===== src/rtl/imm_encoder_if.sv =====
// Request/response stream bundle between the instruction patcher and the encoder.
// The master side issues field requests and consumes encoded words.
interface imm_encoder_if;
   logic        in_valid;
   logic        in_ready;
   logic [6:0]  in_opcode;
   logic [4:0]  in_rd;
   logic [4:0]  in_rs1;
   logic [4:0]  in_rs2;
   logic [2:0]  in_funct3;
   logic [6:0]  in_funct7;
   logic [31:0] in_imm;
   logic        out_valid;
   logic        out_ready;
   logic [31:0] out_inst;
   logic        out_err;

   modport master (
      output in_valid, in_opcode, in_rd, in_rs1, in_rs2, in_funct3, in_funct7, in_imm,
      input  in_ready,
      input  out_valid, out_inst, out_err,
      output out_ready
   );

   modport slave (
      input  in_valid, in_opcode, in_rd, in_rs1, in_rs2, in_funct3, in_funct7, in_imm,
      output in_ready,
      output out_valid, out_inst, out_err,
      input  out_ready
   );
endinterface


===== src/rtl/imm_encoder.sv =====
// Packs RV32I fields plus a byte-offset immediate into an instruction word, flags
// out-of-range/misaligned immediates, and streams results through an output reg + skid.
module imm_encoder #(
   parameter int CNT_W = 16
) (
   input  logic             clk,
   input  logic             rst,
   imm_encoder_if.slave     bus,
   output logic [CNT_W-1:0] err_cnt
);

   localparam logic [6:0] OP_R      = 7'b0110011;
   localparam logic [6:0] OP_LOAD   = 7'b0000011;
   localparam logic [6:0] OP_IMM    = 7'b0010011;
   localparam logic [6:0] OP_JALR   = 7'b1100111;
   localparam logic [6:0] OP_STORE  = 7'b0100011;
   localparam logic [6:0] OP_BRANCH = 7'b1100011;
   localparam logic [6:0] OP_AUIPC  = 7'b0010111;
   localparam logic [6:0] OP_LUI    = 7'b0110111;
   localparam logic [6:0] OP_JAL    = 7'b1101111;

   logic               r_out_valid;
   logic [31:0]        r_out_inst;
   logic               r_out_err;
   logic               r_skid_valid;
   logic [31:0]        r_skid_inst;
   logic               r_skid_err;
   logic [CNT_W-1:0]   r_err_cnt;

   logic               w_accept;
   logic [31:0]        w_inst;
   logic               w_err;
   logic signed [31:0] w_imm_s;
   logic               w_range12;
   logic               w_range13;
   logic               w_range21;
   logic [31:0]        w_imm;

   assign w_imm     = bus.in_imm;
   assign w_imm_s   = $signed(bus.in_imm);
   assign w_range12 = (w_imm_s >= -32'sd2048)    && (w_imm_s <= 32'sd2047);
   assign w_range13 = (w_imm_s >= -32'sd4096)    && (w_imm_s <= 32'sd4094);
   assign w_range21 = (w_imm_s >= -32'sd1048576) && (w_imm_s <= 32'sd1048574);

   // Unknown opcodes still get I-type packing so the word is deterministic.
   always_comb begin
      w_inst = {w_imm[11:0], bus.in_rs1, bus.in_funct3, bus.in_rd, bus.in_opcode};
      w_err  = 1'b1;
      case (bus.in_opcode)
         OP_R: begin
            w_inst = {bus.in_funct7, bus.in_rs2, bus.in_rs1, bus.in_funct3, bus.in_rd, bus.in_opcode};
            w_err  = 1'b0;
         end
         OP_LOAD, OP_IMM, OP_JALR: begin
            w_err = !w_range12;
         end
         OP_STORE: begin
            w_inst = {w_imm[11:5], bus.in_rs2, bus.in_rs1, bus.in_funct3, w_imm[4:0], bus.in_opcode};
            w_err  = !w_range12;
         end
         OP_BRANCH: begin
            w_inst = {w_imm[12], w_imm[10:5], bus.in_rs2, bus.in_rs1, bus.in_funct3,
                      w_imm[4:1], w_imm[11], bus.in_opcode};
            w_err  = !w_range13 || w_imm[0];
         end
         OP_AUIPC, OP_LUI: begin
            w_inst = {w_imm[31:12], bus.in_rd, bus.in_opcode};
            w_err  = (w_imm[11:0] != 12'd0);
         end
         OP_JAL: begin
            w_inst = {w_imm[20], w_imm[10:1], w_imm[11], w_imm[19:12], bus.in_rd, bus.in_opcode};
            w_err  = !w_range21 || w_imm[0];
         end
         default: ;
      endcase
   end

   assign bus.in_ready  = !r_skid_valid;
   assign w_accept      = bus.in_valid && !r_skid_valid;
   assign bus.out_valid = r_out_valid;
   assign bus.out_inst  = r_out_inst;
   assign bus.out_err   = r_out_err;
   assign err_cnt       = r_err_cnt;

   // A full skid blocks input, so draining and accepting never happen together.
   always_ff @(posedge clk) begin
      if (rst) begin
         r_out_valid  <= 1'b0;
         r_out_inst   <= 32'd0;
         r_out_err    <= 1'b0;
         r_skid_valid <= 1'b0;
         r_skid_inst  <= 32'd0;
         r_skid_err   <= 1'b0;
         r_err_cnt    <= '0;
      end else begin
         if (r_skid_valid) begin
            if (bus.out_ready) begin
               r_out_inst   <= r_skid_inst;
               r_out_err    <= r_skid_err;
               r_skid_valid <= 1'b0;
            end
         end else if (w_accept) begin
            if (!r_out_valid || bus.out_ready) begin
               r_out_inst  <= w_inst;
               r_out_err   <= w_err;
               r_out_valid <= 1'b1;
            end else begin
               r_skid_inst  <= w_inst;
               r_skid_err   <= w_err;
               r_skid_valid <= 1'b1;
            end
         end else if (bus.out_ready) begin
            r_out_valid <= 1'b0;
         end

         if (w_accept && w_err && (r_err_cnt != {CNT_W{1'b1}})) begin
            r_err_cnt <= r_err_cnt + CNT_W'(1);
         end
      end
   end

endmodule

===== src/flat_wrapper.sv =====
// flat-port wrapper written by rule: the top's interface ports become plain ports
module imm_encoder_flat 
#(
   parameter int CNT_W = 16
)
  (clk, rst, err_cnt, bus_in_valid, bus_in_opcode, bus_in_rd, bus_in_rs1, bus_in_rs2, bus_in_funct3, bus_in_funct7, bus_in_imm, bus_in_ready, bus_out_valid, bus_out_inst, bus_out_err, bus_out_ready);
  imm_encoder_if bus_i ();
  input  logic clk;
  input  logic rst;
  output logic [CNT_W-1:0] err_cnt;
  input wire logic [$bits(bus_i.in_valid)-1:0] bus_in_valid;
  input wire logic [$bits(bus_i.in_opcode)-1:0] bus_in_opcode;
  input wire logic [$bits(bus_i.in_rd)-1:0] bus_in_rd;
  input wire logic [$bits(bus_i.in_rs1)-1:0] bus_in_rs1;
  input wire logic [$bits(bus_i.in_rs2)-1:0] bus_in_rs2;
  input wire logic [$bits(bus_i.in_funct3)-1:0] bus_in_funct3;
  input wire logic [$bits(bus_i.in_funct7)-1:0] bus_in_funct7;
  input wire logic [$bits(bus_i.in_imm)-1:0] bus_in_imm;
  output wire logic [$bits(bus_i.in_ready)-1:0] bus_in_ready;
  output wire logic [$bits(bus_i.out_valid)-1:0] bus_out_valid;
  output wire logic [$bits(bus_i.out_inst)-1:0] bus_out_inst;
  output wire logic [$bits(bus_i.out_err)-1:0] bus_out_err;
  input wire logic [$bits(bus_i.out_ready)-1:0] bus_out_ready;
  assign bus_i.in_valid = bus_in_valid;
  assign bus_i.in_opcode = bus_in_opcode;
  assign bus_i.in_rd = bus_in_rd;
  assign bus_i.in_rs1 = bus_in_rs1;
  assign bus_i.in_rs2 = bus_in_rs2;
  assign bus_i.in_funct3 = bus_in_funct3;
  assign bus_i.in_funct7 = bus_in_funct7;
  assign bus_i.in_imm = bus_in_imm;
  assign bus_in_ready = bus_i.in_ready;
  assign bus_out_valid = bus_i.out_valid;
  assign bus_out_inst = bus_i.out_inst;
  assign bus_out_err = bus_i.out_err;
  assign bus_i.out_ready = bus_out_ready;
  imm_encoder #(.CNT_W(CNT_W)) u_core (.clk(clk), .rst(rst), .bus(bus_i), .err_cnt(err_cnt));
endmodule

===== config.mk =====
export PLATFORM = sky130hd
export DESIGN_NAME = imm_encoder_flat
export DESIGN_NICKNAME = d
export VERILOG_FILES = /design/src/rtl/imm_encoder_if.sv /design/src/rtl/imm_encoder.sv /design/src/flat_wrapper.sv
export SDC_FILE = /design/constraint.sdc
export NUM_CORES = 1
export LEC_CHECK = 0
export CAP_MARGIN = 30
export CORE_MARGIN = 10
export CORE_UTILIZATION = 48
export CTS_CLUSTER_DIAMETER = 200
export DETAILED_ROUTE_END_ITERATION = 12
export PLACE_DENSITY = 0.8
export SETUP_SLACK_MARGIN = 0.3
export SYNTH_ARGS = -nofsm -noshare
export SYNTH_HDL_FRONTEND = slang
export SYNTH_SLANG_ARGS = --single-unit

===== constraint.sdc =====
create_clock -name clk -period 2.6 [get_ports clk]
set_clock_uncertainty 0.1 [all_clocks]
set_input_delay 0.26 -clock clk [delete_from_list [all_inputs] [get_ports clk]]
set_output_delay 0.26 -clock clk [all_outputs]
set_load 0.05 [all_outputs]

==> flow_summary.ini <==
[power_and_ir_drop]
p_leak_uw = 0.00231
p_per_area_mw_per_mm2 = 496
peakVddDrop_mv = 0.345

[logic_synthesis]
netlist_area_sq_mm = 0.00424
yosys.area.top_type_share = 0.397
synth_top_area_cell = dfxtp_1
synthTopCellsByArea = dfxtp_1 (40%), nand2_1 (7.9%), nor2_1 (6.0%), a21oi_1 (5.4%), mux2i_1 (5.0%)
synthSimpleGateAreaFrac = 0.264
yosysWarnings = 0
synth_top_family_by_area = simple AND/OR/NAND/NOR gates
synth_mux_area_frac = 0.0744
syn-num-nets = 603
avgSynthCellArea_sq_um = 7.94
synth_fa_ha_area_frac = 0.00295
yosys.cell_types.count = 55
synth_flop_cell = dfxtp_1
synth-async-reset-ratio = 0
synth_compound_area_frac = 0.215
ys_seq_elements = 84
synth_edf_count = 0
synth_xor_area_frac = 0.00413
ys_seq_area_frac = 0.397
synth_cells = 534

[clock_tree]
clock_tree.buffer_depth = 2
htree_levels = 3
numCtsBuffers = 9
clock_tree.root_cell = clkbuf_8
cts.sinks = 84
clkTransAtPathRegs_ns = 0.09
cts_hold_buf = 0
cts_tree = yes
clk_latency_ns = 0.36

[sta]
finalSetupViolCount = 0
period_needed_ns = 2.27
slew_viol_final = 0
tightest_slew_ns = 0.639
slew_headroom = 0.574
rsz0062_at_grt = yes
fin_crit_sh = 0.873
setup-tns-final_ns = 0
clock.fmax_mhz = 440
hold_viol_final = 0

[route]
vias = 4543
drt-pass1-iter-count = 5
drc_errors = 0
wl_per_cell_microns = 18.3
postRouteAntennaNets = 0
via_per_inst = 5.68
wl_microns = 14600
drtIter0Drc = 300

[die]
die_area_sq_mm = 0.0130
rows = 34
core-area_sq_mm = 0.00868
ios = 119
die_w_microns = 114
dieHeight_microns = 114
start_util = 0.488

[grt]
grt_usage = 0.218
grt-ovfl-total = 0
grt_first_pass_wirelength_microns = 23200
antenna_found_initial = 1
first_global_vias = 4543
grt_max_degree = 56

[layout]
area_delta_synth_final_pct = 46.3
fin_area_sq_mm = 0.00620
fillerInstances = 701
nNetsFinal = 755
drive_gt1_frac = 0.166
final_core_util = 0.715

[critical_path]
critPathMaxStageDelay_ns = 0.48
crit_chain = clkdlybuf4s50_1 -> nand4_1 -> o31a_1 -> a32oi_1 -> o221ai_2 -> buf_6 -> a21oi_4 -> nor2b_4 -> mux2_4
r2r_start = u_core.err_cnt[0]
path_buf_inv = 2
worstSetupStartpoint = bus_in_imm[11]
slowest_stage = clkdlybuf4s50_1
crit_family = compound AO/OA/AOI/OAI gates
required_ns = 2.75
cp-end-kind = flip-flop
worstPathArrival_ns = 2.42
cp_max_fo = 6
setup.worst_path.start_class = input port
critical_path_class = input port to flip-flop

[place]
gp_congestion = 0.908
io_buffers = 118
placed_area_sq_mm = 0.00584
post-dp-hpwl_microns = 11000

[worst_hold_path]
hp-start = bus_in_opcode[3]
worstHoldPathType = input port to flip-flop

[job]
maxCapViolations = 0

[outcome]
status = finished clean
-- state kept, by name, summed over array words and instances (netlist names) --
| name | cells |
|---|---|
| u_core.bus.out_err | 1 |
| u_core.bus.out_inst | 32 |
| u_core.bus.out_valid | 1 |
| u_core.err_cnt | 16 |
| u_core.r_skid_err | 1 |
| u_core.r_skid_inst | 32 |
| u_core.r_skid_valid | 1 |
-- tightest hold or removal path: stages --
cell            delay (ns)
dlymetal6s2s_1        0.17
buf_4                 0.15
nand2_1               0.05
a21oi_1               0.05
-- path summary, 6_finish.rpt --
check	to	slack, ns	cells after the start
max	u_core.err_cnt[3]	0.33	9
min	u_core.r_skid_inst[3]	0.25	4
max reg2reg	u_core.err_cnt[3]	0.38	8
min reg2reg	u_core.bus.out_inst[30]	0.36	2
-- cell usage after synthesis (2+ instances only) --
cell and n:
nand2_1 89, dfxtp_1 84, nor2_1 68, a21oi_1 46
clkbuf_1 30, a211oi_1 24, mux2i_1 21, o21ai_0 18
nand4_1 15, nor3_1 12, nor2b_1 11, o211ai_1 11
nand2b_1 9, mux2_2 8, nand3_1 8, a22oi_1 7
nor4_1 7, and3_1 6, inv_1 6, a22o_1 4
and2_1 3, buf_2 3, nand3b_1 3, a2111oi_1 2
a211o_1 2, a21bo_1 2, a31o_2 2, buf_1 2
buf_6 2, nand4b_1 2, or4_1 2, xnor2_1 2
-- cell type report --
type	instances	area [sq um]	share of cell area
Clock buffer	12	155	0.0250
Inverter	6	22.5	0.00363
Multi-Input combinational cell	408	2490	0.402
Timing Repair Buffer	177	1650	0.267
Antenna cell	1	2.50	0.000403
Sequential cell	84	1690	0.272
Tap cell	108	135	0.0218
Clock inverter	4	55.1	0.00887
-- what timing repair did --
item,in CTS,in global routing
pin swaps,11,12
endpoints found under the hold margin,0,0
setup endpoints to repair,16,21
setup buffers,3,1
resized for setup,20,15
cloned,1,0
-- placed cells by master, fill, tap and decap left out, types with 9 or more instances in the layout --
master and n:
nand4_1 15, nand2b_1 9, buf_4 56, nand2_1 89, o211ai_1 11, clkbuf_8 11, dfxtp_1 81, nor3_1 11
nor2b_1 10, nor2_1 67, a211oi_1 24, clkdlybuf4s50_1 105, mux2i_1 21, a21oi_1 41, o21ai_0 17
-- metrics by stage --
stage / cells / setup slack (ns) / power (uW) / hold WS [ns]
floorplan: 534 / 0.312 / 1780 / 0.296
global placement: 778 / -0.167 / 2090 / 0.339
detailed placement: 778 / -0.213 / 2110 / 0.345
CTS: 798 / 0.301 / 3070 / 0.301
global route: 800 / 0.290 / 3190 / 0.268
finish: 800 / 0.329 / 3070 / 0.254
-- kinds of logic (layout without fill, tap and decap cells) --
logic type / count (synthesis) / after routing
AO/OA/AOI/OAI: 132 / 133
AND/OR/NAND/NOR: 242 / 242
XOR/XNOR: 2 / 2
flip-flops: 84 / 84
buffers and inverters: 43 / 199
other: 0 / 1
adder cells (fa/ha/maj): 1 / 1
multiplexers: 30 / 30
-- layer usage --
layer  part of all wire  GRT usage
met5                  0          0
met4              0.013     0.0610
met2               0.55      0.406
met3              0.059     0.0399
met1               0.38      0.244
-- power breakdown --
| part | internal (uW) | switching, uW |
|---|---|---|
| registers | 1350 | 38.3 |
| logic | 296 | 412 |
| clock network | 502 | 476 |
| total | 2150 | 927 |
No activity file was read; power rests on OpenSTA's default activity.
